File: src/rtl/pulse_train_monitor.sv
// pulse_train_monitor
//   Receive-side checker for a pulse train on the loop-back path. An arm rising edge starts one
//   capture. The block then reports the arm-to-first-rise delay, the width of the last complete
//   pulse, the rise-to-rise period of the last two pulses and the rising-edge count.
//
// Optional feature: define PTM_CHECK_EN to compare the result against exp_period_i/exp_width_i
//   and drive err_mismatch_o. Without the macro err_mismatch_o is tied low.
//
// Ports
//   clk_500m_i      measurement clock, all logic on posedge
//   reset_i         synchronous active-high reset
//   arm_i           rising edge starts a capture (synchronous to clk_500m_i)
//   sig_in_i        asynchronous pulse train under test
//   cnt_nums_i      expected pulse count, 0 = capture until timeout
//   timeout_cyc_i   cycles without a rising edge that end the capture, 0 = no timeout
//   exp_period_i    expected period (PTM_CHECK_EN only)
//   exp_width_i     expected width (PTM_CHECK_EN only)
//   busy_o          capture in progress
//   meas_valid_o    one-cycle strobe, results stable from here until the next arm
//   meas_delay_o    arm to first rising edge, cycles
//   meas_width_o    high time of the last complete pulse, cycles
//   meas_period_o   rise to rise of the last two pulses, 0 if fewer than two
//   meas_count_o    rising edges seen, saturating at 255
//   err_timeout_o   capture ended by timeout before cnt_nums_i was reached
//   err_mismatch_o  period/width check failed

module pulse_train_monitor #(
  parameter int unsigned SYNC_STAGES = 2,
  parameter int unsigned DLY_W       = 32,
  parameter int unsigned WID_W       = 16
) (
  input  logic             clk_500m_i,
  input  logic             reset_i,
  input  logic             arm_i,
  input  logic             sig_in_i,
  input  logic [7:0]       cnt_nums_i,
  input  logic [31:0]      timeout_cyc_i,
  input  logic [31:0]      exp_period_i,
  input  logic [15:0]      exp_width_i,
  output logic             busy_o,
  output logic             meas_valid_o,
  output logic [DLY_W-1:0] meas_delay_o,
  output logic [WID_W-1:0] meas_width_o,
  output logic [DLY_W-1:0] meas_period_o,
  output logic [7:0]       meas_count_o,
  output logic             err_timeout_o,
  output logic             err_mismatch_o
);

  typedef enum logic [2:0] {StIdle, StWait, StHigh, StLow, StDone} state_e;

  state_e                 state_q;
  logic [SYNC_STAGES-1:0] sig_sync_q, arm_sync_q;
  logic                   sig_prev_q, arm_prev_q;
  logic [7:0]             cnt_nums_q;
  logic [31:0]            timeout_q;
  // Running counters hold the value for the current cycle: 1 in the first cycle after the
  // reference edge, so an edge seen k cycles later latches exactly k.
  logic [DLY_W-1:0]       dly_q, per_q;
  logic [WID_W-1:0]       wid_q;
  logic [31:0]            idle_q;
  logic                   meas_valid_q, err_timeout_q;
  logic [DLY_W-1:0]       meas_delay_q, meas_period_q;
  logic [WID_W-1:0]       meas_width_q;
  logic [7:0]             meas_count_q;

  logic sig_s, arm_s, sig_rise, sig_fall, arm_rise, arm_take, timeout_hit, cnt_done;

  // arm runs through the same depth as sig_in so synchronizer latency cancels in meas_delay
  assign sig_s       = sig_sync_q[SYNC_STAGES-1];
  assign arm_s       = arm_sync_q[SYNC_STAGES-1];
  assign sig_rise    = sig_s & ~sig_prev_q;
  assign sig_fall    = ~sig_s & sig_prev_q;
  assign arm_rise    = arm_s & ~arm_prev_q;
  assign arm_take    = (state_q == StIdle) && arm_rise;
  assign timeout_hit = (timeout_q != 32'd0) && (idle_q >= timeout_q);
  assign cnt_done    = (cnt_nums_q != 8'd0) && (meas_count_q == cnt_nums_q);

  always_ff @(posedge clk_500m_i) begin
    if (reset_i) begin
      state_q       <= StIdle;
      sig_sync_q    <= '0;
      arm_sync_q    <= '0;
      sig_prev_q    <= 1'b0;
      arm_prev_q    <= 1'b0;
      cnt_nums_q    <= 8'd0;
      timeout_q     <= 32'd0;
      dly_q         <= '0;
      per_q         <= '0;
      wid_q         <= '0;
      idle_q        <= 32'd0;
      meas_valid_q  <= 1'b0;
      err_timeout_q <= 1'b0;
      meas_delay_q  <= '0;
      meas_period_q <= '0;
      meas_width_q  <= '0;
      meas_count_q  <= 8'd0;
    end else begin
      sig_sync_q   <= {sig_sync_q[SYNC_STAGES-2:0], sig_in_i};
      arm_sync_q   <= {arm_sync_q[SYNC_STAGES-2:0], arm_i};
      sig_prev_q   <= sig_s;
      arm_prev_q   <= arm_s;
      meas_valid_q <= 1'b0;

      // Free-running saturating counters; overridden below on edges
      if (dly_q != '1) dly_q <= dly_q + DLY_W'(1);
      if (per_q != '1) per_q <= per_q + DLY_W'(1);
      if (wid_q != '1) wid_q <= wid_q + WID_W'(1);
      if (idle_q != '1) idle_q <= idle_q + 32'd1;

      unique case (state_q)
        StIdle: begin
          if (arm_rise) begin
            cnt_nums_q    <= cnt_nums_i;
            timeout_q     <= timeout_cyc_i;
            dly_q         <= DLY_W'(1);
            per_q         <= DLY_W'(1);
            wid_q         <= WID_W'(1);
            idle_q        <= 32'd1;
            err_timeout_q <= 1'b0;
            meas_delay_q  <= '0;
            meas_period_q <= '0;
            meas_width_q  <= '0;
            // A rise coincident with the arm edge is the first pulse with zero delay
            meas_count_q  <= sig_rise ? 8'd1 : 8'd0;
            state_q       <= sig_rise ? StHigh : StWait;
          end
        end
        StWait: begin
          if (sig_rise) begin
            meas_delay_q <= dly_q;
            meas_count_q <= 8'd1;
            per_q        <= DLY_W'(1);
            wid_q        <= WID_W'(1);
            idle_q       <= 32'd1;
            state_q      <= StHigh;
          end else if (timeout_hit) begin
            meas_delay_q  <= dly_q;
            err_timeout_q <= (cnt_nums_q != 8'd0);
            meas_valid_q  <= 1'b1;
            state_q       <= StDone;
          end
        end
        StHigh: begin
          if (sig_fall) begin
            meas_width_q <= wid_q;
            if (cnt_done) begin
              meas_valid_q <= 1'b1;
              state_q      <= StDone;
            end else begin
              state_q <= StLow;
            end
          end else if (timeout_hit) begin
            // Pulse still high: its width is never reported
            err_timeout_q <= (cnt_nums_q != 8'd0);
            meas_valid_q  <= 1'b1;
            state_q       <= StDone;
          end
        end
        StLow: begin
          if (sig_rise) begin
            meas_period_q <= per_q;
            if (meas_count_q != 8'hff) meas_count_q <= meas_count_q + 8'd1;
            per_q   <= DLY_W'(1);
            wid_q   <= WID_W'(1);
            idle_q  <= 32'd1;
            state_q <= StHigh;
          end else if (timeout_hit) begin
            err_timeout_q <= (cnt_nums_q != 8'd0);
            meas_valid_q  <= 1'b1;
            state_q       <= StDone;
          end
        end
        StDone:  state_q <= StIdle;
        default: state_q <= StIdle;
      endcase
    end
  end

  assign busy_o        = (state_q == StWait) || (state_q == StHigh) || (state_q == StLow);
  assign meas_valid_o  = meas_valid_q;
  assign meas_delay_o  = meas_delay_q;
  assign meas_width_o  = meas_width_q;
  assign meas_period_o = meas_period_q;
  assign meas_count_o  = meas_count_q;
  assign err_timeout_o = err_timeout_q;

`ifdef PTM_CHECK_EN
  logic [DLY_W-1:0] exp_period_q;
  logic [WID_W-1:0] exp_width_q;
  logic             res_seen_q;

  always_ff @(posedge clk_500m_i) begin
    if (reset_i) begin
      exp_period_q <= '0;
      exp_width_q  <= '0;
      res_seen_q   <= 1'b0;
    end else if (arm_take) begin
      exp_period_q <= DLY_W'(exp_period_i);
      exp_width_q  <= WID_W'(exp_width_i);
      res_seen_q   <= 1'b0;
    end else if (meas_valid_q) begin
      res_seen_q <= 1'b1;
    end
  end

  // Results are frozen from meas_valid until the next arm, so the compare can be combinational
  assign err_mismatch_o = (res_seen_q | meas_valid_q) &
                          (((meas_count_q >= 8'd2) && (meas_period_q != exp_period_q)) ||
                           (meas_width_q != exp_width_q));
`else
  logic unused_exp;
  logic unused_take;
  assign unused_exp     = ^{exp_period_i, exp_width_i};
  assign unused_take    = arm_take;
  assign err_mismatch_o = 1'b0;
`endif

endmodule

File: config.mk
export PLATFORM = sky130hd
export DESIGN_NAME = pulse_train_monitor
export DESIGN_NICKNAME = d
export VERILOG_FILES = /design/src/rtl/pulse_train_monitor.sv
export SDC_FILE = /design/constraint.sdc
export NUM_CORES = 1
export LEC_CHECK = 0
export ABC_AREA = 1
export CAP_MARGIN = 20
export CORE_MARGIN = 3
export CORE_UTILIZATION = 53
export DETAILED_ROUTE_END_ITERATION = 8
export PLACE_DENSITY = 0.89
export SYNTH_ARGS = -nofsm -noshare
export SYNTH_HDL_FRONTEND = slang
export SYNTH_SLANG_ARGS = --single-unit
File: constraint.sdc
create_clock -name clk_500m_i -period 3.5 [get_ports clk_500m_i]
set_input_delay 0.7 -clock clk_500m_i [delete_from_list [all_inputs] [get_ports clk_500m_i]]
set_output_delay 0.7 -clock clk_500m_i [all_outputs]
set_load 0.03 [all_outputs]
==> flow_metrics.py <==
metrics = {
    "worst_setup_path": {
        "end_kind": "flip-flop",
        "crit_arrival_ns": 3.46,
        "required_ns": 3.96,
        "critical_path_class": "flip-flop to flip-flop",
        "start_kind": "flip-flop",
        "critPathMaxFanout": 54,
        "setup.worst_path.start": "state_q[0]$_SDFFE_PP0P_",
        "r2r-start": "state_q[0]$_SDFFE_PP0P_",
    },
    "cts": {
        "cts_buffers": 28,
        "clk_pin_slew_ns": 0.06,
        "cts_tree": "done",
        "clock_latency_ns": 0.55,
        "root_buffer": "clkbuf_16",
        "cts_hold_buf": 0,
        "cts_htree_levels": 1,
        "postCtsSetupRepairBufs": 0,
        "cts_buffer_depth": 3,
        "cts.repair.resized": 0,
        "cts.sinks": 251,
    },
    "logic_synthesis": {
        "synth_cell_types": 46,
        "ys_warn_count": 0,
        "seq_area_frac_synth_pct": 41.41,
        "synth_ff_type": "dfxtp_1",
        "synthCells": 1676,
        "syn_nets": 1805,
        "ys_ff_latch": 251,
        "synth_area_per_cell_um2": 7.241,
        "synthesis.area_um2": 12140,
        "synth_edf_count": 0,
        "ys_async_sr_fraction_pct": 0,
    },
    "power": {
        "p_leak_nw": 5.526,
        "ir_worst_vdd_mv": 0.3935,
        "powerDensity_nw_per_um2": 455.1,
    },
    "timing": {
        "drv_slew": 0,
        "slew_headroom_pct": 30.21,
        "finalCritPeriodShare_pct": 85.80,
        "hold_viol": 0,
        "worstMarginPinSlew_ns": 1.046,
        "fmax_mhz": 333.0,
        "worst_clock_skew_ns": 0.03031,
        "setup_viol": 0,
        "grt_setup_unrepaired": "no",
        "setup_tns_ns": 0,
        "period_needed_ns": 3.003,
    },
    "layout": {
        "syn_to_final_growth_pct": 20.41,
        "layout_common_cells": "nand2_1, dfxtp_1, a21oi_1",
        "fin_area_um2": 14610,
        "layout_commonest_cell": "nand2_1",
        "antenna_cells": 0,
        "fillCellCount": 1888,
        "fin_nets": 1921,
        "drive_above_1_share_pct": 6.233,
    },
    "placed_design": {
        "postPlaceCellArea_um2": 13650,
        "dp_hpwl_um": 23190,
        "globalplace.congestion": 0.9333,
        "portBuffers": 134,
    },
    "drt": {
        "ant_nets": 0,
        "dr.pass1.iters": 5,
        "wl_um": 32150,
        "via_per_inst": 5.491,
        "drt_iter0_drc": 789,
        "wire_per_inst_um": 15.36,
        "drc": 0,
        "vias": 11490,
    },
    "floorplan": {
        "num_rows": 54,
        "die_h_um": 157.3,
        "core_area_um2": 22160,
        "floorplan.initialDensity_pct": 54.76,
        "io_pins": 184,
        "die-area_um2": 24750,
        "die_width_um": 157.3,
    },
    "flow_run": {
        "maxCapViolCount": 0,
    },
    "grt": {
        "grt_pass1_vias": 11030,
        "track_usage_pct": 25.84,
        "grt_max_degree": 87,
        "grt_pass1_wl_um": 53240,
        "antenna_found_initial": 0,
        "grt.overflow.total": 0,
    },
    "worst_hold_path": {
        "hold_class": "flip-flop to flip-flop",
        "hold_start": "sig_sync_q[0]$_SDFF_PP0_",
    },
    "run_status": {
        "outcome": "complete, no violations",
    },
}
## cell usage after synthesis, types with 2 or more instances
cell      number  area [µm²]
o21ai_0       71       355.3
xnor2_1       28       245.2
a211oi_1       6       45.04
inv_2         10       37.54
nor4_1        23       143.9
nand4_1       36       225.2
nand3_1      110       550.5
buf_6          2       22.52
inv_1        161       604.3
nor3b_1        3       22.52
nand2_2        6       37.54
ha_1          37       462.9
buf_1          3       11.26
a21oi_1      208        1041
clkbuf_1      36       135.1
buf_4          5       37.54
a31oi_1        8       50.05
o211ai_1       2       15.01
buf_2         18       90.09
nor2_2         9       56.30
nor2_4         3       33.78
nand2_1      315        1182
o21a_1         2       15.01
nand4_2        2       25.02
or2_2          2       12.51
xor2_1        54       473.0
o22ai_1        2       12.51
o21ai_1        3       15.01
dfxtp_1      251        5025
nor3_2         5       50.05
nor2_1       195       732.0
nor3_1        43       215.2
or3_1          2       12.51
or2_4          2       17.52
a21o_1         2       15.01
## final cells by class
class | count | area, µm² | share of cell area [%]
flip-flops and latches | 251 | 5025 | 34.39
clock buffers | 37 | 804.5 | 5.506
well taps | 280 | 350.3 | 2.397
clock inverters | 14 | 162.7 | 1.113
inverters | 172 | 646.9 | 4.427
multi-input cells | 1189 | 6167 | 42.20
repair buffers | 150 | 1456 | 9.967
## cell families after synthesis
| family | share of synthesized area [%] |
|---|---|
| buffers and inverters | 7.774 |
| AO/OA/AOI/OAI | 13.18 |
| AND/OR/NAND/NOR | 27.88 |
| adder cells (fa/ha/maj) | 3.815 |
| other | 0.03090 |
| flip-flops | 41.41 |
| XOR/XNOR | 5.918 |
## power by group
part / leakage [nW] / internal, mW / total, mW / switching, mW
Combinational: 3.01 / 0.241 / 0.647 / 0.405
Sequential: 2.03 / 2.94 / 2.99 / 0.0511
Clock: 0.483 / 1.83 / 3.01 / 1.18
Total: 5.53 / 5.01 / 6.65 / 1.64
## registers in the layout, summed over array words and instances, names as in the netlist
register / flops
cnt_nums_q: 8
idle_q: 32
meas_count_o: 8
sig_prev_q: 1
dly_q: 32
meas_delay_o: 32
arm_sync_q: 2
state_q: 3
arm_prev_q: 1
sig_sync_q: 2
wid_q: 16
timeout_q: 32
meas_width_o: 16
per_q: 32
meas_period_o: 32
meas_valid_o: 1
err_timeout_o: 1
## stage by stage
step	utilization, %	power (mW)	worst slack (ns)	hold slack, ns	std cells
floorplan	-	3.467	1.547	0.3883	1676
global placement	61.57	3.670	0.6152	0.4026	2042
finish	65.94	6.651	0.4971	0.4030	2093
detailed placement	61.57	3.694	0.5181	0.3968	2042
global route	65.94	6.905	0.2325	0.4192	2093
CTS	65.94	6.697	0.4730	0.4051	2093
## critical path, stage by stage (launching register included)
cell,delay [ns]
dfxtp_1,0.45
nor2_2,0.10
nand2_2,0.10
nor2_4,0.04
buf_4,0.17
inv_2,0.06
nand2_1,0.06
nor2_2,0.79
inv_2,0.71
a211oi_1,0.40
## final timing paths
kind / to / slack, ns / cells after the start
max: per_q[3]$_SDFF_PP0_ / 0.50 / 9
min: sig_sync_q[1]$_SDFF_PP0_ / 0.40 / 2
max reg2reg: per_q[3]$_SDFF_PP0_ / 0.50 / 9
min reg2reg: sig_sync_q[1]$_SDFF_PP0_ / 0.40 / 2
## routing by layer
metal	GRT usage (%)	share of wire, %	up-vias
met2	45.44	49	326
met4	7.314	2.2	0
met1	33.40	44	5335
met3	3.354	5.1	55
li1	-	-	5777
met5	0	0	-
No activity file was read; power rests on OpenSTA's default activity.
==> patch 1: new RTL, config.mk and constraints unchanged <==
Build with the macro `PTM_CHECK_EN` defined.
--- a/src/rtl/pulse_train_monitor.sv
+++ b/src/rtl/pulse_train_monitor.sv
@@ -24,6 +24,8 @@
 //   err_timeout_o   capture ended by timeout before cnt_nums_i was reached
 //   err_mismatch_o  period/width check failed
 
+`define PTM_CHECK_EN
+
 module pulse_train_monitor #(
   parameter int unsigned SYNC_STAGES = 2,
   parameter int unsigned DLY_W       = 32,
Formal check against the unedited RTL: no difference found for any inputs over 4 cycles, from zero or initial values and one cycle with reset_i high; that may be too few to reach the edited logic, so the function may still have changed.
==> patch 1 against the unedited design <==
Largest power group is now registers; setup slack worse by 3.4 ps; sequential power is 21% higher; die area is 17% higher; total power is 16% higher; first-iteration DRC count is 10% higher; sequential cell count is 49 higher; final area is 19% higher; area after synthesis is 18% higher; wire length is 20% higher; critical path type is now reg -> out.
==> patch 1: results (changes against the unedited design) <==
\begin{tabular}{lr}
\hline
Metric & Value \\
\hline
\multicolumn{2}{l}{\textbf{Status}} \\
\quad Status & complete, no violations (unchanged) \\
\multicolumn{2}{l}{\textbf{Place}} \\
\quad Routability congestion estimate & 0.9664 (was 0.9333) \\
\quad Number of buffers added on ports & 183 (was 134) \\
\quad DP Cell Count & 2415 (was 2042) \\
\multicolumn{2}{l}{\textbf{Timing}} \\
\quad Clock Skews & 11.17 ps (was 30.31 ps) \\
\quad Transition at the pin with the smallest max-transition slack & 893.3 ps (was 1046 ps) \\
\multicolumn{2}{l}{\textbf{CTS}} \\
\quad Insertion delay of the later-clocked pin in the worst-skew pair & 570 ps (was 550 ps) \\
\quad Clock buffer count from CTS & 31 (was 28) \\
\multicolumn{2}{l}{\textbf{Synthesis}} \\
\quad List of most frequent post-synthesis cells & nand2\_1 (328), nor2\_1 (301), dfxtp\_1 (300) (was nand2\_1 (315), dfxtp\_1 (251), a21oi\_1 (208)) \\
\quad Biggest area contributors in the synthesized netlist & dfxtp\_1 (42\%), nand2\_1 (8.6\%), nor2\_1 (7.9\%) (was dfxtp\_1 (41\%), nand2\_1 (9.7\%), a21oi\_1 (8.6\%)) \\
\quad Netlist cell types & 45 (was 46) \\
\multicolumn{2}{l}{\textbf{Finish}} \\
\quad Count of fill cells added during filler insertion & 2192 (was 1888) \\
\quad Fraction of layout instances using a drive strength above 1 & 5.014\% (was 6.233\%) \\
\quad Net count, final & 2244 (was 1921) \\
\multicolumn{2}{l}{\textbf{Pwr}} \\
\quad Reported leakage power & 6.632 nW (was 5.526 nW) \\
\multicolumn{2}{l}{\textbf{Global routing}} \\
\quad GR met3 Demand/Resource & 4.530\% (was 3.354\%) \\
\quad Maximum number of pins on one net before global-route repair & 76 (was 87) \\
\quad Global-route wire length before repair & 63950 um (was 53240 um) \\
\quad GRT Resource Usage Total & 26.24\% (was 25.84\%) \\
\multicolumn{2}{l}{\textbf{Critical path}} \\
\quad CP peak stage delay & 430 ps (was 790 ps) \\
\quad Worst reg2reg setup slack & 870 ps (was 500 ps) \\
\quad Worst reg-to-reg path cell count & 14 (was 9) \\
\quad Worst reg2reg path endpoint & meas\_delay\_o[1] (was per\_q[3]) \\
\multicolumn{2}{l}{\textbf{Routing}} \\
\quad Number of vias in the routed layout & 13487 (was 11493) \\
\quad Number of violations reported at the end of detailed-routing iteration 0 & 870 (was 789) \\
\quad Average routed wire per standard cell & 15.67 um (was 15.36 um) \\
\hline
\end{tabular}
## patch 1: changes by cell type in the layout (fill, tap and decap cells not counted), moves of 9 or more
| cell | before | now |
|---|---|---|
| o21ai_0 | 71 | 117 |
| dfxtp_1 | 251 | 300 |
| nand2_1 | 315 | 328 |
| clkdlybuf4s50_1 | 133 | 181 |
| nor2_1 | 195 | 300 |
| xor2_1 | 54 | 73 |
| xnor2_1 | 28 | 57 |
| inv_1 | 160 | 151 |
## patch 1: area by class of cell
type                            count  area share (%)
Antenna cell                        1         0.01437
Clock buffer                       45           5.217
Clock inverter                      8          0.4886
Inverter                          160           3.471
Multi-Input combinational cell   1417           42.38
Sequential cell                   300           34.49
Tap cell                          335           2.407
Timing Repair Buffer              204           11.53
## patch 1: worst register-to-register path, stage by stage, from the launching register on
cell and delay, ps:
dfxtp_1 310, inv_1 90, ha_1 300, nand2_1 60, nor2_1 170, nand4_1 150, a21oi_1 210, nor2_1 70
nand2_1 150, nand2_1 120, nand3_2 80, buf_4 480, nand3_1 170, nand2_1 110, nor2_1 40
## patch 1: stage by stage
step	worst slack, ps	utilization (%)
floorplan	1217	-
global placement	706.6	62.31
detailed placement	701.7	62.31
CTS	39.08	66.09
global route	332.0	66.25
finish	493.8	66.25
## patch 1: where the power goes
| group | switching, mW | internal [mW] | leakage, nW | total (mW) |
|---|---|---|---|---|
| registers | 0.0751 | 3.53 | 2.43 | 3.61 |
| logic | 0.526 | 0.359 | 3.71 | 0.885 |
| clock network | 1.35 | 1.86 | 0.486 | 3.21 |
| total | 1.95 | 5.76 | 6.63 | 7.71 |
## patch 1: worst min-delay path by stage
| stage | endpoint | start | slack [ps] |
|---|---|---|---|
| 2_1_floorplan | arm_sync_q[1] | arm_sync_q[0] | 390 |
| 3_3_place_gp | arm_sync_q[1] | arm_sync_q[0] | 400 |
| 3_5_place_dp | arm_sync_q[1] | arm_sync_q[0] | 400 |
| 6_report | arm_sync_q[1] | arm_sync_q[0] | 410 |
| 4_1_cts | arm_sync_q[1] | arm_sync_q[0] | 410 |
| 5_1_grt | arm_sync_q[1] | arm_sync_q[0] | 430 |
## patch 1: cell families after synthesis
kind of cell               after synthesis  synth area share, %
and+or+nand+nor                        887                26.91
AOI/OAI and AO/OA                      362                13.22
DFF                                    300                42.00
buffers and inverters                  242                6.580
xor gates and xnor gates               130                7.962
adders and majority gates               38                3.325
## patch 1: layer usage
layer	wire length, um	share of wire (%)
met1	16660	43
met5	15	0.039
met2	18530	48
met4	1057	2.7
met3	2442	6.3
==> patch 2: new RTL, config.mk and constraints unchanged <==
Without the edit above. Add an input register stage for `timeout_cyc_i`, cleared by the reset; this delays it by one clock. The other inputs are not delayed to match. Comments in the files are not updated.
--- a/src/rtl/pulse_train_monitor.sv
+++ b/src/rtl/pulse_train_monitor.sv
@@ -49,6 +49,16 @@
 
   typedef enum logic [2:0] {StIdle, StWait, StHigh, StLow, StDone} state_e;
 
+  logic [31:0] timeout_cyc_q;
+
+  always_ff @(posedge clk_500m_i) begin
+    if (reset_i) begin
+      timeout_cyc_q <= '0;
+    end else begin
+      timeout_cyc_q <= timeout_cyc_i;
+    end
+  end
+
   state_e                 state_q;
   logic [SYNC_STAGES-1:0] sig_sync_q, arm_sync_q;
   logic                   sig_prev_q, arm_prev_q;
@@ -112,7 +122,7 @@
         StIdle: begin
           if (arm_rise) begin
             cnt_nums_q    <= cnt_nums_i;
-            timeout_q     <= timeout_cyc_i;
+            timeout_q     <= timeout_cyc_q;
             dly_q         <= DLY_W'(1);
             per_q         <= DLY_W'(1);
             wid_q         <= WID_W'(1);
Check against the original RTL: no difference found for any inputs over 4 cycles, from zero or initial values and one cycle with reset_i high; that may be too few to reach the edited logic, so the function may still have changed.
==> patch 2 against the unedited design <==
Sequential share of layout area is 1.9 points higher; clock skew is 20 ps lower; wire length is 1.7% higher; synthesized cell count is 6.3% higher; largest cell class unchanged; final area is 6.8% higher; maximum frequency is 10% higher; critical path depth is 5 lower; total power is 9.6% higher; highest routed layer is now met5; sequential cell count is 32 higher; via count is 3.7% higher; setup slack better by 280 ps; area after synthesis is 8.0% higher.
==> patch 2: results (changes against the unedited design) <==
\begin{tabular}{lr}
\hline
Metric & Value \\
\hline
\multicolumn{2}{l}{\textbf{Status}} \\
\quad Status & complete, no violations (unchanged) \\
\multicolumn{2}{l}{\textbf{Timing}} \\
\quad Minimum hold slack & 410.3 ps (was 403.0 ps) \\
\quad Clock Skews & 10.73 ps (was 30.31 ps) \\
\quad Transition at the pin with the smallest max-transition slack & 1000 ps (was 1046 ps) \\
\multicolumn{2}{l}{\textbf{Synthesis}} \\
\quad Synth Net Count & 1910 (was 1805) \\
\quad Biggest area contributors in the synthesized netlist & dfxtp\_1 (43\%), nand2\_1 (8.7\%), a21oi\_1 (7.6\%) (was dfxtp\_1 (41\%), nand2\_1 (9.7\%), a21oi\_1 (8.6\%)) \\
\quad Sequential share of the synthesized area & 43.22\% (was 41.41\%) \\
\quad Netlist cell types & 43 (was 46) \\
\quad List of most frequent post-synthesis cells & nand2\_1 (305), dfxtp\_1 (283), nor2\_1 (246) (was nand2\_1 (315), dfxtp\_1 (251), a21oi\_1 (208)) \\
\multicolumn{2}{l}{\textbf{Finish}} \\
\quad Fraction of layout instances using a drive strength above 1 & 5.354\% (was 6.233\%) \\
\quad Net count, final & 2017 (was 1921) \\
\quad Register cell area after layout & 5665 sq um (was 5025 sq um) \\
\multicolumn{2}{l}{\textbf{Place}} \\
\quad Routability congestion estimate & 0.9340 (was 0.9333) \\
\quad Placed cell area & 14650 sq um (was 13650 sq um) \\
\quad Placed wire-length estimate after detailed placement & 23350 um (was 23190 um) \\
\multicolumn{2}{l}{\textbf{Global routing}} \\
\quad GRT Resource Usage Total & 24.38\% (was 25.84\%) \\
\quad Maximum number of pins on one net before global-route repair & 111 (was 87) \\
\quad Number of antenna violations at the first check in global routing & 3 (was 0) \\
\multicolumn{2}{l}{\textbf{Critical path}} \\
\quad Family with the most delay on the worst path & buffers and inverters (was simple AND/OR/NAND/NOR gates) \\
\quad Crit-path max FO & 8 (was 54) \\
\quad Worst reg2reg path endpoint & meas\_delay\_o[16] (was per\_q[3]) \\
\quad Worst reg2reg setup slack & 860 ps (was 500 ps) \\
\quad Worst-path cell with the longest stage delay & clkdlybuf4s50\_1 (was nor2\_2) \\
\quad Signal arrival time at the worst endpoint & 2020 ps (was 3460 ps) \\
\quad CP peak stage delay & 720 ps (was 790 ps) \\
\multicolumn{2}{l}{\textbf{Routing}} \\
\quad Length of the first detailed-routing pass in iterations & 7 (was 5) \\
\quad Number of vias in the routed layout & 11923 (was 11493) \\
\quad Average routed wire per standard cell & 14.70 um (was 15.36 um) \\
\quad Number of violations reported at the end of detailed-routing iteration 0 & 967 (was 789) \\
\multicolumn{2}{l}{\textbf{Pwr}} \\
\quad Worst IR Drop VDD & 394.6 uV (was 393.5 uV) \\
\quad Reported leakage power & 5.931 nW (was 5.526 nW) \\
\multicolumn{2}{l}{\textbf{CTS}} \\
\quad Clock buffer count from CTS & 29 (was 28) \\
\hline
\end{tabular}
-- patch 2: cell type report --
class	instances	area share (%)
flip-flops and latches	283	36.31
repair buffers	150	9.462
inverters	191	4.595
clock buffers	41	5.389
multi-input cells	1233	40.94
well taps	319	2.558
clock inverters	7	0.7538
-- patch 2: stage by stage --
step / std cells / worst slack (ps)
3_3_place_gp: 2175 / 991.8
4_1_cts: 2224 / 759.9
2_1_floorplan: 1781 / 1605
6_report: 2224 / 776.6
3_5_place_dp: 2176 / 899.2
5_1_grt: 2224 / 530.9
-- patch 2: cell families (layout without fill, tap and decap cells) --
kind of cell / count (synthesis) / in the layout / synth area share (%)
and+or+nand+nor: 768 / 768 / 25.12
AOI/OAI and AO/OA: 334 / 334 / 13.71
DFF: 283 / 283 / 43.22
buffers and inverters: 265 / 389 / 8.171
xor gates and xnor gates: 93 / 93 / 6.214
adders and majority gates: 37 / 37 / 3.532
other: 1 / 1 / 0.02861
-- patch 2: worst max path at each step --
stage                             start               end  slack [ps]  cells after the start
after global routing         idle_q[15]  meas_delay_o[19]         530                     15
final                        state_q[2]            busy_o         780                      4
after global placement       idle_q[15]  meas_delay_o[29]         990                     15
after floorplan           timeout_q[15]  meas_delay_o[10]        1610                     14
after CTS                    state_q[2]            busy_o         760                      4
after detailed placement     idle_q[15]  meas_delay_o[16]         900                     15
-- patch 2: tightest hold or removal path, stage by stage (launching register included) --
cell,delay [ps]
dfxtp_1,290
inv_1,40
nor2_1,40
-- patch 2: routing by layer --
layer,vias to the layer above,routed length [um],part of all wire [%],track usage (%)
met2,333,15440,47,42.21
met5,-,47,0.14,0
met4,6,962,2.9,7.805
met3,77,1940,5.9,4.235
met1,5478,14300,44,30.94
li1,6029,-,-,-
-- patch 2: power by group --
| group | switching, mW | total, mW | leakage, nW | internal (mW) |
|---|---|---|---|---|
| logic | 0.479 | 0.770 | 3.15 | 0.291 |
| registers | 0.0637 | 3.40 | 2.30 | 3.34 |
| clock network | 1.24 | 3.11 | 0.472 | 1.87 |
